## config.mk

```make
export PLATFORM = sky130hd
export DESIGN_NAME = cache_dir_responder
export DESIGN_NICKNAME = d
export VERILOG_FILES = /design/src/rtl/cache_dir_responder_pkg.sv /design/src/rtl/cache_dir_responder.sv
export SDC_FILE = /design/constraint.sdc
export NUM_CORES = 1
export LEC_CHECK = 0
export CORE_AREA = 2 2 256 258
export DETAILED_ROUTE_END_ITERATION = 12
export DIE_AREA = 0 0 258 260
export PLACE_DENSITY_LB_ADDON = 0.08
export SETUP_SLACK_MARGIN = 0.1
export SYNTH_ARGS = -nofsm -noshare
export SYNTH_HDL_FRONTEND = slang
export SYNTH_SLANG_ARGS = --single-unit
```

## constraint.sdc

```tcl
create_clock -name clk -period 2.1 [get_ports clk]
set_input_delay 0.42 -clock clk [delete_from_list [all_inputs] [get_ports clk]]
set_output_delay 0.42 -clock clk [all_outputs]
set_load 0.005 [all_outputs]
```

## src/rtl/cache_dir_responder_pkg.sv

```systemverilog
// Shared cache/directory definitions: directory opcodes, coherence states,
// source identifiers and the responder FSM encoding.
package cache_dir_responder_pkg;

  typedef enum logic [2:0] {
    OP_NOOP     = 3'd0,
    OP_NOOP_ALT = 3'd1,
    OP_REPLY    = 3'd2,
    OP_RD       = 3'd3,
    OP_WR       = 3'd4,
    OP_INV      = 3'd5,
    OP_UPD      = 3'd6,
    OP_RWITM    = 3'd7
  } dir_op_e;

  typedef enum logic [1:0] {
    CS_I   = 2'd0,
    CS_S   = 2'd1,
    CS_M   = 2'd2,
    CS_RSV = 2'd3
  } coh_state_e;

  localparam logic [1:0] SRC_ICACHE = 2'd1;
  localparam logic [1:0] SRC_DCACHE = 2'd2;
  localparam logic [1:0] SRC_MEM    = 2'd3;

  typedef enum logic [1:0] {
    ST_IDLE    = 2'd0,
    ST_LOOKUP  = 2'd1,
    ST_COMPARE = 2'd2,
    ST_SEND    = 2'd3
  } rsp_fsm_e;

  // Opcode 1 is reserved and behaves exactly like NOOP.
  function automatic logic op_is_noop(input logic [2:0] op);
    return (op == OP_NOOP) || (op == OP_NOOP_ALT);
  endfunction

endpackage

```

## src/rtl/cache_dir_responder.sv

```systemverilog
// Cache-side responder for directory requests: looks the line up in the
// cache array, updates its coherence state/data and replies to the directory.
module cache_dir_responder
  import cache_dir_responder_pkg::*;
#(
  parameter int unsigned CL_SIZE  = 128,
  parameter logic [1:0]  CACHE_ID = SRC_DCACHE
) (
  input  logic               clk,
  input  logic               rst,
  input  logic               req_valid,
  output logic               req_ready,
  input  logic [2:0]         req_op,
  input  logic [31:0]        req_addr,
  input  logic [CL_SIZE-1:0] req_data,
  input  logic [1:0]         req_src,
  input  logic [1:0]         req_dest,
  output logic               arr_rd_en,
  output logic [31:0]        arr_rd_addr,
  input  logic               arr_hit,
  input  logic [1:0]         arr_state,
  input  logic [CL_SIZE-1:0] arr_data,
  output logic               arr_wr_en,
  output logic [31:0]        arr_wr_addr,
  output logic [1:0]         arr_wr_state,
  output logic               arr_wr_data_en,
  output logic [CL_SIZE-1:0] arr_wr_data,
  output logic               rsp_valid,
  input  logic               rsp_ready,
  output logic [2:0]         rsp_op,
  output logic [31:0]        rsp_addr,
  output logic [CL_SIZE-1:0] rsp_data,
  output logic [1:0]         rsp_src,
  output logic [1:0]         rsp_dest
);

  localparam logic [CL_SIZE-1:0] LINE_ZERO = {CL_SIZE{1'b0}};

  rsp_fsm_e           fsm_r;
  logic [2:0]         op_r;
  logic [31:0]        addr_r;
  logic [CL_SIZE-1:0] data_r;
  logic [1:0]         src_r;
  logic [1:0]         dest_r;

  logic               req_ready_r;
  logic               arr_rd_en_r;
  logic [31:0]        arr_rd_addr_r;
  logic               rsp_valid_r;
  logic [2:0]         rsp_op_r;
  logic [31:0]        rsp_addr_r;
  logic [CL_SIZE-1:0] rsp_data_r;
  logic [1:0]         rsp_src_r;
  logic [1:0]         rsp_dest_r;

  logic               hit_s;
  logic               wr_en_s;
  logic [1:0]         wr_state_s;
  logic               wr_data_en_s;
  logic [CL_SIZE-1:0] wr_data_s;
  logic               reply_s;
  logic [2:0]         reply_op_s;
  logic [CL_SIZE-1:0] reply_data_s;
  logic               wr_active_s;
  logic               unused_s;

  // Decode the latched request against the lookup result into write and reply actions.
  always_comb begin
    hit_s        = arr_hit && (arr_state != CS_RSV);
    wr_en_s      = 1'b0;
    wr_state_s   = CS_I;
    wr_data_en_s = 1'b0;
    wr_data_s    = LINE_ZERO;
    reply_s      = 1'b0;
    reply_op_s   = OP_NOOP;
    reply_data_s = LINE_ZERO;
    case (op_r)
      OP_REPLY: begin
        wr_en_s      = 1'b1;
        wr_state_s   = CS_S;
        wr_data_en_s = 1'b1;
        wr_data_s    = data_r;
      end
      OP_WR: begin
        wr_en_s      = 1'b1;
        wr_state_s   = CS_M;
        wr_data_en_s = 1'b1;
        wr_data_s    = data_r;
      end
      OP_RD: begin
        reply_s    = 1'b1;
        reply_op_s = OP_REPLY;
        if (hit_s) begin
          reply_data_s = arr_data;
          if (arr_state == CS_M) begin
            wr_en_s    = 1'b1;
            wr_state_s = CS_S;
          end else begin
            wr_en_s = 1'b0;
          end
        end else begin
          reply_data_s = LINE_ZERO;
        end
      end
      OP_RWITM: begin
        reply_s    = 1'b1;
        reply_op_s = OP_REPLY;
        if (hit_s) begin
          reply_data_s = arr_data;
          wr_en_s      = 1'b1;
          wr_state_s   = CS_I;
        end else begin
          reply_data_s = LINE_ZERO;
        end
      end
      OP_INV: begin
        reply_s    = 1'b1;
        reply_op_s = OP_INV;
        if (hit_s) begin
          wr_en_s    = 1'b1;
          wr_state_s = CS_I;
        end else begin
          wr_en_s = 1'b0;
        end
      end
      OP_UPD: begin
        reply_s    = 1'b1;
        reply_op_s = OP_UPD;
        if (hit_s) begin
          wr_en_s      = 1'b1;
          wr_state_s   = arr_state;
          wr_data_en_s = 1'b1;
          wr_data_s    = data_r;
        end else begin
          wr_en_s = 1'b0;
        end
      end
      default: begin
        wr_en_s = 1'b0;
        reply_s = 1'b0;
      end
    endcase
  end

  // The array write must land in the COMPARE cycle itself; rst suppresses it immediately.
  assign wr_active_s    = (fsm_r == ST_COMPARE) && !rst && wr_en_s;
  assign arr_wr_en      = wr_active_s;
  assign arr_wr_addr    = wr_active_s ? addr_r : 32'd0;
  assign arr_wr_state   = wr_active_s ? wr_state_s : 2'd0;
  assign arr_wr_data_en = wr_active_s && wr_data_en_s;
  assign arr_wr_data    = (wr_active_s && wr_data_en_s) ? wr_data_s : LINE_ZERO;

  // Request, lookup and reply sequencing with registered handshake outputs.
  always_ff @(posedge clk) begin
    if (rst) begin
      fsm_r         <= ST_IDLE;
      op_r          <= 3'd0;
      addr_r        <= 32'd0;
      data_r        <= LINE_ZERO;
      src_r         <= 2'd0;
      dest_r        <= 2'd0;
      req_ready_r   <= 1'b1;
      arr_rd_en_r   <= 1'b0;
      arr_rd_addr_r <= 32'd0;
      rsp_valid_r   <= 1'b0;
      rsp_op_r      <= 3'd0;
      rsp_addr_r    <= 32'd0;
      rsp_data_r    <= LINE_ZERO;
      rsp_src_r     <= 2'd0;
      rsp_dest_r    <= 2'd0;
    end else begin
      case (fsm_r)
        ST_IDLE: begin
          if (req_valid && !op_is_noop(req_op)) begin
            op_r          <= req_op;
            addr_r        <= req_addr;
            data_r        <= req_data;
            src_r         <= req_src;
            dest_r        <= req_dest;
            req_ready_r   <= 1'b0;
            arr_rd_en_r   <= 1'b1;
            arr_rd_addr_r <= req_addr;
            fsm_r         <= ST_LOOKUP;
          end
        end
        ST_LOOKUP: begin
          arr_rd_en_r   <= 1'b0;
          arr_rd_addr_r <= 32'd0;
          fsm_r         <= ST_COMPARE;
        end
        ST_COMPARE: begin
          if (reply_s) begin
            rsp_valid_r <= 1'b1;
            rsp_op_r    <= reply_op_s;
            rsp_addr_r  <= addr_r;
            rsp_data_r  <= reply_data_s;
            rsp_src_r   <= CACHE_ID;
            rsp_dest_r  <= src_r;
            fsm_r       <= ST_SEND;
          end else begin
            req_ready_r <= 1'b1;
            fsm_r       <= ST_IDLE;
          end
        end
        ST_SEND: begin
          if (rsp_ready) begin
            rsp_valid_r <= 1'b0;
            rsp_op_r    <= 3'd0;
            rsp_addr_r  <= 32'd0;
            rsp_data_r  <= LINE_ZERO;
            rsp_src_r   <= 2'd0;
            rsp_dest_r  <= 2'd0;
            req_ready_r <= 1'b1;
            fsm_r       <= ST_IDLE;
          end
        end
        default: begin
          rsp_valid_r <= 1'b0;
          arr_rd_en_r <= 1'b0;
          req_ready_r <= 1'b1;
          fsm_r       <= ST_IDLE;
        end
      endcase
    end
  end

  // The directory's destination field is captured with the request but no reply rule uses it.
  assign unused_s = ^dest_r;

  assign req_ready   = req_ready_r;
  assign arr_rd_en   = arr_rd_en_r;
  assign arr_rd_addr = arr_rd_addr_r;
  assign rsp_valid   = rsp_valid_r;
  assign rsp_op      = rsp_op_r;
  assign rsp_addr    = rsp_addr_r;
  assign rsp_data    = rsp_data_r;
  assign rsp_src     = rsp_src_r;
  assign rsp_dest    = rsp_dest_r;

endmodule
```

Word level (Yosys, flattened, before mapping)
Index checks and enable logic that the tools add are counted.
{"block": "totals", "inputBits": 302, "ram_bits": 0, "mem_bits_ro": 0, "reg_bits": 369, "elab_cells": 98, "output_inout_bits": 366, "latch_bits": 0, "mem_count": 0}
{"block": "classes", "n_bitwise": 0, "shifts": 0, "n_mux": 46, "n_addsub": 0, "n_eq_ne": 16, "reduce_logical": 22, "multipliers": 0, "div": 0, "order_cmp": 0}
{"operator": "$mux W128", "count": 6}
{"operator": "$pmux W128 S2", "count": 2}
{"operator": "$mux W32", "count": 4}
{"operator": "$pmux W32 S2", "count": 2}
{"operator": "$pmux W2 S4", "count": 2}
{"operator": "$mux W2", "count": 7}
{"operator": "$eq A3 B3 Y1 const B", "count": 4}
{"operator": "$mux W1", "count": 12}
{"operator": "$ne A2 B2 Y1 const B", "count": 5}
{"operator": "$pmux W3 S3", "count": 1}
{"operator": "$pmux W2 S2", "count": 2}
{"operator": "$eq A2 B2 Y1 const B", "count": 3}
{"operator": "$eq A3 B2 Y1 const B", "count": 2}
{"operator": "$mux W3", "count": 2}
{"operator": "$pmux W1 S2", "count": 3}
{"operator": "$pmux W1 S3", "count": 2}
{"operator": "$pmux W3 S2", "count": 1}
{"operator": "$reduce_and A2 Y1", "count": 3}
{"operator": "$logic_and A1 B1 Y1", "count": 5}
{"operator": "$reduce_and A4 Y1", "count": 1}
{"operator": "$reduce_bool A2 Y1", "count": 2}
{"operator": "$reduce_or A2 Y1", "count": 2}
{"operator": "$reduce_or A4 Y1", "count": 1}
{"operator": "$eq A3 B1 Y1 const B", "count": 1}
{"operator": "8 further kinds", "count": 9}

Longest topological paths before layout
Gate-level depths: netlist of the first run.
{"block": "depth", "ltp_word": 7, "mapped_depth": 7}

Worst setup path after synthesis of the first run
No wires, ideal clock.
{"block": "synth_path", "kind": "in2out", "start": "in rst", "end": "out arr_wr_data[100]", "n_path_buf": 3, "arrival_time_ns": 1.557, "stages": 6, "setup_slack_ns": 0.123, "cell_sequence": "clkbuf_1 > nor3b_2 > nand2_2 > buf_2 > buf_4 > nor4_2"}
{"block": "synth_via", "elab_chain_cells": 5}
{"element": "start, declared", "line": "cache_dir_responder.sv:10", "text": "input logic rst,"}
{"element": "$logic_not A1 Y1", "line": "cache_dir_responder.sv:146", "text": "assign wr_active_s = (fsm_r == ST_COMPARE) && !rst && wr_en_s;"}
{"element": "$logic_and A1 B1 Y1 (2 in a row)", "line": "cache_dir_responder.sv:146"}
{"element": "$logic_and A1 B1 Y1", "line": "cache_dir_responder.sv:151", "text": "assign arr_wr_data = (wr_active_s && wr_data_en_s) ? wr_data_s : LINE_ZERO;"}
{"element": "$mux W128", "line": "cache_dir_responder.sv:151"}
{"element": "end, declared", "line": "cache_dir_responder.sv:27", "text": "output logic [CL_SIZE-1:0] arr_wr_data,"}
Every way passes these cells.

Worst setup path in the final report of the first run
{"block": "layout_path", "start": "reg op_r[2]", "end": "out arr_wr_data[36]"}
{"block": "layout_via", "elab_chain_cells": 6}
{"element": "start, declared", "line": "cache_dir_responder.sv:40", "text": "logic [2:0] op_r;"}
{"element": "start signal, assigned", "line": "cache_dir_responder.sv:175", "text": "op_r <= req_op;"}
{"element": "$eq A3 B3 Y1 / $eq A3 B2 Y1 (equally long branches)", "line": "cache_dir_responder.sv:77", "text": "case (op_r)"}
{"element": "$reduce_or A3 Y1 (no source line) / $reduce_or A2 Y1 (equally long branches)"}
{"element": "$pmux W1 S3", "line": "cache_dir_responder.sv:77"}
{"element": "$logic_and A1 B1 Y1", "line": "cache_dir_responder.sv:146"}
{"element": "$logic_and A1 B1 Y1", "line": "cache_dir_responder.sv:151"}
{"element": "$mux W128 (*)", "line": "cache_dir_responder.sv:151"}
Every way passes the cells marked *; elsewhere a longest branch is shown, timed or not.

==> flow_summary.toml, run 1 <==
[logic_synthesis]
synth.top_cell.area_share_pct = 40.4
ys_warn_count = 0
synth_edf_count = 0
syn-num-nets = 2427
yosysMostFrequentCell = "dfxtp_1"
avgSynthCellArea_um2 = 8.56
synth-async-reset-ratio_pct = 0
ys_types = 47
syn-instance-count = 2125
netlist_area_um2 = 18200
synth-seq-area-share_pct = 40.4
synth_area_leader_cell = "dfxtp_1"
synth-main-ff-cell = "dfxtp_1"
synth_area_leaders = "dfxtp_1 (40%), nand3b_1 (11%), o31ai_1 (6.9%), nand4_1 (5.7%), clkbuf_1 (4.7%)"
synth_seq_cells = 367
synthTopCellsByCount = "dfxtp_1 (367), nand3b_1 (258), clkbuf_1 (229), a21oi_1 (168), o31ai_1 (166)"

[sta]
max_slew_margin_pct = 34.1
max_slew.worst_pin.slew_ns = 0.989
holdWs_ns = 0.416
hold_viol = 0
setup_ws_ns = -0.551
period_needed_ns = 2.65
fin_skew_ns = 0.00942
fmax_mhz = 377
final.period_utilization_pct = 126
rsz0062_at_grt = "true"
slew_violations = 0
setup_viol = 164

[worst_setup_path]
timing.critical_path.mode_cell = "buf_12"
critPathMaxStageDelay_ns = 0.37
worstPathCellList = "xnor2_2 > o221a_4 > buf_12 > buf_12 > nor4_2 > clkbuf_2"
required_ns = 1.68
critPathMaxFanout = 9
critPathBufInv = 3
worstPathArrival_ns = 2.23
cp_top_family = "buffers and inverters"
cpMaxStageDelayCell = "dfxtp_4"
end_kind = "output port"
path_class = "reg -> out"
start_kind = "flip-flop"

[pwr]
combinationalPowerShare_pct = 20.6
power_density_nw_per_um2 = 620
clkPwrFrac_pct = 40.8
seqPwrFrac_pct = 38.6
power.internal_uw = 13600
p_total_uw = 19100
switchingPower_uw = 5520
switching_share_pct = 28.9
power_leakage_uw = 0.0102
vdd_drop_max_uv = 497

[flow_run]
drv_cap = 0

[layout]
fill_cells = 5969
regArea_um2 = 7370
fin_area_um2 = 30800
syn_to_final_growth_pct = 69.4
num-nets-final = 3059
drive_gt1_share_pct = 24.0
layout.cells.non_filler = 3658
multiInputGateArea_um2 = 11200

[floorplanning]
ios = 668
core_area_um2 = 64100
dieArea_um2 = 67100
start_util_pct = 28.4
row_count = 93
die_y_um = 260
die_w_um = 258

[placed_design]
placed_area_um2 = 26200
place.gp.congestion = 0.844
dp_hpwl_mm = 59.0
place_inst = 3439
numPortBuffers = 664

[detailed_routing]
viasPerCell = 5.91
num_vias = 21600
postRouteAntennaNets = 0
first_iter_violations = 2039
routedWlPerCell_um = 28.0
drc = 0
drt-total-wl_mm = 103
drt_pass1_iterations = 5

[cts]
cts.sinks = 367
ctsLongestPathBuffers = 3
h-tree-depth = 2
insertion_delay_ns = 0.58
cts_tree = "done"
clk_pin_slew_worst_paths_ns = 0.07
cts_hold_repair.buffers = 0
numCtsBuffers = 46
cts-root-buf = "clkbuf_16"

[run_status]
status = "finished, violations left"
violations = "setup timing"

[global_route]
first_global_vias = 19900
grt_pass1_wl_mm = 133
grt_max_degree = 179
antenna_found_initial = 20
grt_util_all_layers_pct = 25.2
grt_overflow = 0

[min_path]
hold_path_class = "in -> reg"
placed cells by master (no fill, tap or decap), types with 13 or more instances in the layout:
cell type / netlist / routed
clkdlybuf4s50_1: 0 / 496
dfxtp_1: 367 / 362
nand3b_1: 258 / 258
a21oi_1: 168 / 168
o31ai_1: 166 / 166
nand4_1: 165 / 165
buf_2: 56 / 137
nand3_1: 131 / 131
a31oi_1: 129 / 129
o21ai_0: 127 / 127
nor4_4: 0 / 96
clkbuf_16: 0 / 82
buf_4: 11 / 80
buf_12: 0 / 71
buf_6: 6 / 35
a32o_1: 34 / 34
nor4_2: 41 / 33
a22o_1: 32 / 32
nor3b_2: 1 / 25
clkbuf_2: 0 / 24
diode_2: 0 / 17
buf_8: 0 / 15
buf_16: 0 / 13
through the flow:
step / setup TNS (ns) / setup slack [ns] / utilization, %
6_report: -73.77 / -0.551 / 48.1
5_1_grt: -85.04 / -0.650 / 48.0
4_1_cts: -136.04 / -0.907 / 43.8
3_5_place_dp: -222.36 / -1.03 / 40.9
3_3_place_gp: -218.81 / -1.06 / 40.9
2_1_floorplan: 0 / 0.123 / -
power groups by stage:
stage	combinational [µW]	clock, µW	sequential [µW]
CTS	2890	7930	7360
finish	3940	7780	7370
detailed placement	2790	0	7510
global route	4110	8230	7390
global placement	2770	0	7500
floorplan	1350	0	7470
worst register-to-register path, cell delays in order, from the launching register on:
cell and delay (ns):
dfxtp_4 0.37, buf_12 0.15, buf_8 0.12, buf_8 0.13, maj3_4 0.43, o211ai_4 0.23, buf_12 0.17, clkbuf_16 0.20
a32o_1 0.18
sequential cells by signal, indices dropped and copies added (netlist names):
| name | cells |
|---|---|
| arr_rd_addr | 32 |
| rsp_op | 3 |
| addr_r | 32 |
| rsp_src | 1 |
| op_r | 3 |
| rsp_addr | 32 |
| rsp_dest | 2 |
| data_r | 128 |
| arr_rd_en | 1 |
| rsp_data | 128 |
| fsm_r | 2 |
| req_ready | 1 |
| src_r | 2 |
final timing paths:
kind	startpoint	endpoint	slack (ns)	cells past startpoint
max	op_r[2]	arr_wr_data[36]	-0.55	6
min reg2reg	data_r[97]	data_r[97]	0.47	2
min	req_data[114]	data_r[114]	0.42	3
max reg2reg	op_r[0]	rsp_addr[27]	0.06	8
routing by layer:
metal | vias to the layer above | GRT usage, % | wire [µm]
li1 | 9578 | - | -
met1 | 10900 | 32.0 | 43100
met2 | 950 | 42.3 | 48400
met3 | 171 | 5.54 | 7580
met4 | 8 | 8.38 | 3440
met5 | - | 0 | 58
what timing repair did:
item                                    CTS  global route
cloned                                    3            53
gates resized for setup                 212           658
endpoints found under the setup margin  424           475
pin swaps                                 6            74
buffers inserted                          8            63
final cells by class:
class                      count  share of cell area, %
sequential                   367                   23.9
multi-input combinational   1425                   36.3
clock inverter                15                  0.439
inverter                       6                  0.122
clock buffer                  62                   4.19
timing repair buffer         911                   31.5
antenna                       17                  0.138
tap                          855                   3.47
kinds of logic (layout without fill, tap and decap cells):
family	Yosys count	count (layout)	synth area share (%)
other cells	1	18	0.0206
simple gates	745	745	28.0
buf+inv	335	994	7.77
fa+ha+maj	1	3	0.0619
xor+xnor	2	2	0.0963
compound gates	674	674	23.6
flops	367	367	40.4
No activity file was read; power rests on OpenSTA's default activity.
==> inputs of run 2 (changes only) <==
SLEW_MARGIN = 20   (was unset)
==> results of run 2 <==
No change in the layout: final DEF, timing and power equal those of run 1.
==> inputs of run 3 (changes only) <==
CTS_BUF_LIST = sky130_fd_sc_hd__clkbuf_4   (was unset)
==> flow_summary.toml, run 3 (synthesized netlist as in run 1, its figures left out) <==
[sta]
max_slew_margin_pct = 25.2
setup_ws_ns = -1.21
max_slew.worst_pin.slew_ns = 1.12
rsz0062_at_grt = "true"
fin_skew_ns = 0.0780
final.period_utilization_pct = 157
period_needed_ns = 3.31
setup_viol = 586
hold_viol = 0
fmax_mhz = 303
slew_violations = 0

[floorplanning]
die_y_um = 260
start_util_pct = 28.4
dieArea_um2 = 67100
core_area_um2 = 64100
die_w_um = 258
row_count = 93
ios = 668

[worst_setup_path]
rrSetupSlack_ns = -0.20
reg2reg_depth = 5
required_ns = 1.68
worstPathArrival_ns = 2.89
path_class = "reg -> out"
start_kind = "flip-flop"
end_kind = "output port"
startpoint = "op_r[2]"
regToRegStartpoint = "fsm_r[0]"
critPathMaxFanout = 50
timing.rr.end = "arr_rd_addr[2]"

[global_route]
first_global_vias = 20300
grt_overflow = 0
grt_util_all_layers_pct = 25.1
grt_pass1_wl_mm = 132
antenna_found_initial = 23
grt_max_degree = 179

[placed_design]
numPortBuffers = 664
dp_hpwl_mm = 59.0
place_ws_ns = -1.03
place.gp.congestion = 0.844

[run_status]
status = "finished, violations left"
violations = "setup timing"

[min_path]
holdPathStages = 3
min_from = "req_op[0]"
hold_path_end = "op_r[0]"
hold_path_class = "in -> reg"

[layout]
fin_util_pct = 43.7
final_common_cell = "clkdlybuf4s50_1"
fill_cells = 6289
final_cell_mix = "clkdlybuf4s50_1 (578), dfxtp_1 (362), nand3b_1 (258)"
drive_gt1_share_pct = 16.0
num-nets-final = 2998
syn_to_final_growth_pct = 53.9

[cts]
cts-root-buf = "clkbuf_4"
insertion_delay_ns = 0.90
ctsLongestPathBuffers = 3
cts_hold_repair.buffers = 0
clk_pin_slew_worst_paths_ns = 0.08
cts_setup_buffers = 0
cts_tree = "done"
h-tree-depth = 3
cts.sinks = 367
numCtsBuffers = 109

[detailed_routing]
drc = 0
postRouteAntennaNets = 0
routedWlPerCell_um = 24.6
first_iter_violations = 1576
drt_pass1_iterations = 5
viasPerCell = 5.72
drt-total-wl_mm = 89.4
num_vias = 20800

[pwr]
power_leakage_uw = 0.00934
power_density_nw_per_um2 = 604
vdd_drop_max_uv = 389
p_total_uw = 16900

[flow_run]
drv_cap = 0
-- run 3: cell types whose count changed in the layout (fill, tap and decap cells not counted), sizes merged, moves of 2 or more --
cell	previous run	this run
clkdlybuf4s50	496	578
buf	351	136
clkdlybuf4s15	0	12
maj3	3	1
clkbuf	121	164
clkinv	9	17
dlygate4sd2	3	17
dlymetal6s2s	2	32
-- run 3: power breakdown --
| group | internal (µW) | leakage (µW) | switching (µW) |
|---|---|---|---|
| Sequential | 7210 | 0.00299 | 152 |
| Clock | 3350 | 0.000738 | 3310 |
| Combinational | 1280 | 0.00562 | 1610 |
| Total | 11800 | 0.00934 | 5070 |
-- run 3: area by class of cell --
type / count / area, µm² / share of cell area (%)
antenna: 18 / 45.0 / 0.161
timing repair buffer: 789 / 8250 / 29.5
clock inverter: 20 / 115 / 0.411
sequential: 367 / 7370 / 26.3
tap: 855 / 1070 / 3.82
inverter: 6 / 37.5 / 0.134
clock buffer: 150 / 1130 / 4.02
multi-input combinational: 1423 / 10000 / 35.7
-- run 3: worst max-delay path by stage --
stage,depth (start not counted),end
3_5_place_dp,6,arr_wr_data[95]
2_1_floorplan,6,arr_wr_data[100]
3_3_place_gp,6,arr_wr_data[5]
6_report,5,arr_wr_data[124]
4_1_cts,5,arr_wr_data[68]
5_1_grt,5,arr_wr_data[124]
-- run 3: worst max-delay path: stages, from the launching register on --
cell and delay, ns:
dfxtp_4 0.37, xnor2_2 0.14, o221a_4 0.32, buf_12 0.21, nor4_1 0.37, clkdlybuf4s50_1 0.57
-- run 3: routing by layer --
metal / vias up / share of wire, % / track usage, %
met5: - / 0.077 / 0
met2: 781 / 48 / 41.6
met3: 165 / 7.0 / 6.69
met4: 10 / 2.9 / 9.63
met1: 10300 / 42 / 31.2
li1: 9477 / - / -
-- run 3: through the flow --
stage | area (µm²) | instances | TNS, ns | hold WS [ns]
floorplan | 18200 | 2125 | 0 | 0.442
global placement | 26200 | 3439 | -218.81 | 0.449
detailed placement | 26200 | 3439 | -222.36 | 0.453
CTS | 27700 | 3609 | -229.18 | 0.00900
global route | 28000 | 3627 | -253.22 | 0.0118
finish | 28000 | 3628 | -180.12 | 0.100
-- run 3: timing repair --
| item | 4_1_cts | 5_1_grt |
|---|---|---|
| pin swaps | 1 | 1 |
| setup endpoints to repair | 602 | 671 |
| gates resized for setup | 128 | 109 |
| gates cloned | 0 | 1 |
==> variant 1: new RTL, config.mk and constraints of run 3 <==
The 4 states of `rsp_fsm_e` get a Gray code encoding in 2 bits.
--- a/src/rtl/cache_dir_responder_pkg.sv
+++ b/src/rtl/cache_dir_responder_pkg.sv
@@ -25,10 +25,10 @@
   localparam logic [1:0] SRC_MEM    = 2'd3;
 
   typedef enum logic [1:0] {
-    ST_IDLE    = 2'd0,
-    ST_LOOKUP  = 2'd1,
-    ST_COMPARE = 2'd2,
-    ST_SEND    = 2'd3
+    ST_IDLE    = 2'b00,
+    ST_LOOKUP  = 2'b01,
+    ST_COMPARE = 2'b11,
+    ST_SEND    = 2'b10
   } rsp_fsm_e;
 
   // Opcode 1 is reserved and behaves exactly like NOOP.
Formal check against the unedited RTL: same outputs for any inputs over 4 cycles, from zero or initial values and one cycle with rst high; so few cycles prove little.
==> variant 1 against run 3 <==
The flow still finishes with violations (setup timing). Sequential cell count is the same. Cell area shrank 11%. Power shrank 8.0%. Count of clock-buffer cells in the layout grew 3. First-iteration DRC count shrank 62%. Synthesized area shrank 25%. Routed wire length shrank 27%. Fmax grew 6.0%. Worst setup slack gained 190 ps. Global-route usage shrank 7.5 points.
==> variant 1: results (changes against run 3) <==
metric	value	unit	change
Cell variety after synth	42		-11%
DRT met1 WL	25100	um	-33%
Crit-path slowest cell	and4b_4		
setup violators final	164		-72%
first-pass GRT wire length	89700	um	-32%
final std cells w/o fill	3266		-10%
layout cell share with drive strength beyond 1	27.1	%	+11 points
met2 WL post-DR	32900	um	-24%
cell-internal power	11.4	mW	-3.6%
sequential-to-total area share from yosys stat	53.9	%	+14 points
post-synthesis cell count	1547		-27%
Clk power	6.51	mW	-2%
initial antenna violation count	13		-43%
sw frac	26.6	%	-3.4 points
failing checks	setup timing		
vias in the first global route	14115		-30%
crit path max fanout	6		-88%
CP Data Arrival Time	2700	ps	-190 ps
gp weighted congestion	0.781		-7.5%
post_cts resized	290		+130%
Met3 Wirelength	5130	um	-18%
Commonest cells post-synth	dfxtp_1 (367), nand2_1 (335), a21oi_1 (171)		
slowest stage delay, CP	450	ps	-120 ps
syn nets	1849		-24%
DRT iter0 DRCs	605		-62%
vias per cell	4.31		-25%
status	finished with violations		
Final #Nets	2634		-12%
final wirelength	64900	um	-27%
post-DP HPWL	43600	um	-26%
Post-CTS Setup Bufs	9		+9
filler cell count	6540		+4.0%
CTS buffer count	108		-0.92%
main area contributors after synthesis	dfxtp_1 (54%), nand2_1 (9.2%), and2_1 (7.5%)		
Clk pin slew, worst setup/hold paths	60	ps	-20 ps
final worst slack	-1020	ps	+188 ps
worst-skew pair later-pin latency	870	ps	-30 ps
leakage power	13.2	nW	+42%
hold buffers post-CTS	12		+12
==> variant 1: layout make-up <==
class | count | area, um2 | share of cell area [%]
multi-input combinational | 1038 | 5950 | 23.9
inverter | 5 | 18.8 | 0.0754
clock inverter | 22 | 106 | 0.427
timing repair buffer | 812 | 9190 | 36.9
antenna | 14 | 35.0 | 0.141
sequential | 367 | 7380 | 29.6
clock buffer | 153 | 1150 | 4.61
tap | 855 | 1070 | 4.30
==> variant 1: cells by family after synthesis <==
logic type / synth area share [%]
DFF: 53.9
and+or+nand+nor: 21.6
AOI/OAI and AO/OA: 19.0
buffers and inverters: 5.39
xor gates and xnor gates: 0.0643
other: 0.0275
adders and majority gates: 0.0826
==> variant 1: worst reg2reg max path: stages, from the launching register on <==
cell	delay (ps)
dfxtp_4	370
buf_4	170
maj3_2	350
o21ai_4	180
buf_12	150
buf_4	310
a22oi_1	150
nor2_1	100
==> variant 1: final timing paths <==
kind              slack [ps]  startpoint  cells past startpoint              end
setup / recovery       -1020     op_r[1]                     10  arr_wr_data[52]
hold / removal           110  req_src[0]                      3         src_r[0]
setup reg to reg         200     op_r[1]                      7      rsp_data[9]
hold reg to reg          410    src_r[1]                      1      rsp_dest[1]
==> variant 1: per-stage QoR <==
step	hold slack, ps	TNS, ps	utilization, %
floorplan	432	0	-
global placement	437	-213900	33.5
detailed placement	444	-221860	33.5
CTS	0.209	-216380	36.3
global route	6.00	-171150	38.8
finish	111	-143130	38.8
==> variant 1: per-layer routing <==
metal	GRT usage (%)	vias up
li1	-	6811
met5	0	-
met4	7.18	4
met3	6.93	114
met1	19.1	6647
met2	30.7	485
==> variant 2: new RTL, config.mk and constraints of run 3 <==
Made on the original files. The parameter `CL_SIZE` goes from 128 to 64.
--- a/src/rtl/cache_dir_responder.sv
+++ b/src/rtl/cache_dir_responder.sv
@@ -3,7 +3,7 @@
 module cache_dir_responder
   import cache_dir_responder_pkg::*;
 #(
-  parameter int unsigned CL_SIZE  = 128,
+  parameter int unsigned CL_SIZE  = 64,
   parameter logic [1:0]  CACHE_ID = SRC_DCACHE
 ) (
   input  logic               clk,
Ports: changed (resized arr_data, arr_wr_data, req_data and rsp_data); port bits go from 668 to 412. The function was not compared with the original's and may differ.
==> variant 2 against run 3 <==
The flow still finishes with violations (setup timing). Sequential cell count is 128 lower. Worst setup slack better by 360 ps. Power is 27% lower. Routed wire length is 30% lower. Sequential power is 35% lower. Cell area is 30% lower. First-iteration DRC count is 53% lower. Fmax is 12% higher. Synthesized area is 37% lower.
==> variant 2: results (changes against run 3) <==
metric	value	unit	change
failing checks	setup timing		
actual slew at the worst max-slew pin	897	ps	-225 ps
drt pass-1 iters	5		unchanged
Async S/R FF share, synth	0	%	unchanged
main area contributors after synthesis	dfxtp_1 (42%), nand3b_1 (8.5%), o31ai_1 (6.7%)		
crit path max fanout	7		-86%
DP Worst Slack	-989	ps	+40.9 ps
worst-skew pair later-pin latency	780	ps	-120 ps
Min-Delay Path Class	in2reg		
worst hold start	req_data[50]		
Clk pin slew, worst setup/hold paths	50	ps	-30 ps
layout cell share with drive strength beyond 1	30.2	%	+14 points
filler cell count	6741		+7.2%
DRT iter0 DRCs	745		-53%
gr usage total	18.0	%	-7.2 points
setup violators final	100		-83%
Via Count	13011		-37%
status	finished with violations		
syn nets	1460		-40%
post-DP HPWL	37800	um	-36%
final wirelength	62800	um	-30%
final worst slack	-850	ps	+356 ps
largest net degree at the start of global routing	102		-43%
sequential-to-total area share from yosys stat	41.7	%	+1.3 points
gp weighted congestion	0.726		-14%
Port Buffers	408		-39%
yosys warns	0		unchanged
Commonest cells post-synth	dfxtp_1 (239), nand3b_1 (130), a21oi_1 (104)		
Sum Neg Setup Slack	-74270	ps	+105860 ps
Cell variety after synth	49		+4.3%
sw frac	30.7	%	+0.67 points
Final #Nets	1935		-35%
Critical Path Start	op_r[2]		
dominant synthesized flop cell	dfxtp_1		
Max Root-Sink Buffers	3		unchanged
# H-tree levels	3		unchanged
first-pass GRT wire length	91600	um	-31%
CTS buffer count	82		-25%
r2r startpoint	fsm_r[0]		
Root Driver	clkbuf_4		
Max IR drop VDD	293	uV	-25%
initial antenna violation count	21		-8.7%
leakage power	7.41	nW	-21%
vias in the first global route	13255		-35%
clk_skew	65.6	ps	-12.4 ps
CP Data Arrival Time	2530	ps	-360 ps
[variant 2: cells by family after synthesis]
kind of cell	count (synthesis)	share of synthesized area, %
and+or+nand+nor	425	25.0
adders and majority gates	1	0.120
DFF	239	41.7
AOI/OAI and AO/OA	418	24.3
other	1	0.0327
buffers and inverters	200	8.67
xor gates and xnor gates	2	0.153
[variant 2: metrics by stage]
step                area [um2]  instances  power, mW
floorplan                11500       1286       5.75
global placement         16800       2438       6.72
detailed placement       16800       2438       6.73
CTS                      18900       2633       12.5
global route             19700       2682       13.2
finish                   19700       2683       12.4
[variant 2: path summary, 6_finish.rpt]
path	to	depth (start not counted)	slack, ps
hold / removal	data_r[50]	3	200
hold reg to reg	rsp_dest[0]	1	460
setup / recovery	arr_wr_data[56]	8	-850
setup reg to reg	rsp_addr[4]	6	220
[variant 2: final cells by class]
| type | instances | area [um2] | area share (%) |
|---|---|---|---|
| well taps | 855 | 1070 | 5.42 |
| clock buffers | 121 | 908 | 4.60 |
| multi-input cells | 848 | 6860 | 34.7 |
| clock inverters | 17 | 72.6 | 0.368 |
| diodes | 13 | 32.5 | 0.165 |
| flip-flops and latches | 239 | 4830 | 24.5 |
| inverters | 6 | 32.5 | 0.165 |
| repair buffers | 584 | 5940 | 30.1 |
[variant 2: critical path, stage by stage, from the launching register on]
cell and delay [ps]:
dfxtp_4 450, nand2_4 70, o221a_4 340, buf_12 150, buf_12 130, buf_8 130
buf_6 110, nor4_2 170, buf_2 180
[variant 2: per-layer routing]
metal	wire length, um	GRT usage [%]
met5	118	0
met4	1270	6.34
met3	4210	5.86
met2	29600	28.3
met1	27600	22.9
[variant 2: timing repair]
action | CTS | global route
setup endpoints to repair | 453 | 177
resized for setup | 770 | 87
setup buffers | 47 | 39
gates cloned | 10 | 7
pin swaps | 75 | 41
[variant 2: power by group through the flow]
stage                     Clock, mW  Combinational, mW  Sequential [mW]
final                          4.97               2.63             4.82
after global routing           5.54               2.79             4.83
after CTS                      5.27               2.42             4.82
after detailed placement          0               1.81             4.91
after global placement            0               1.81             4.91
after floorplan                   0              0.871             4.88
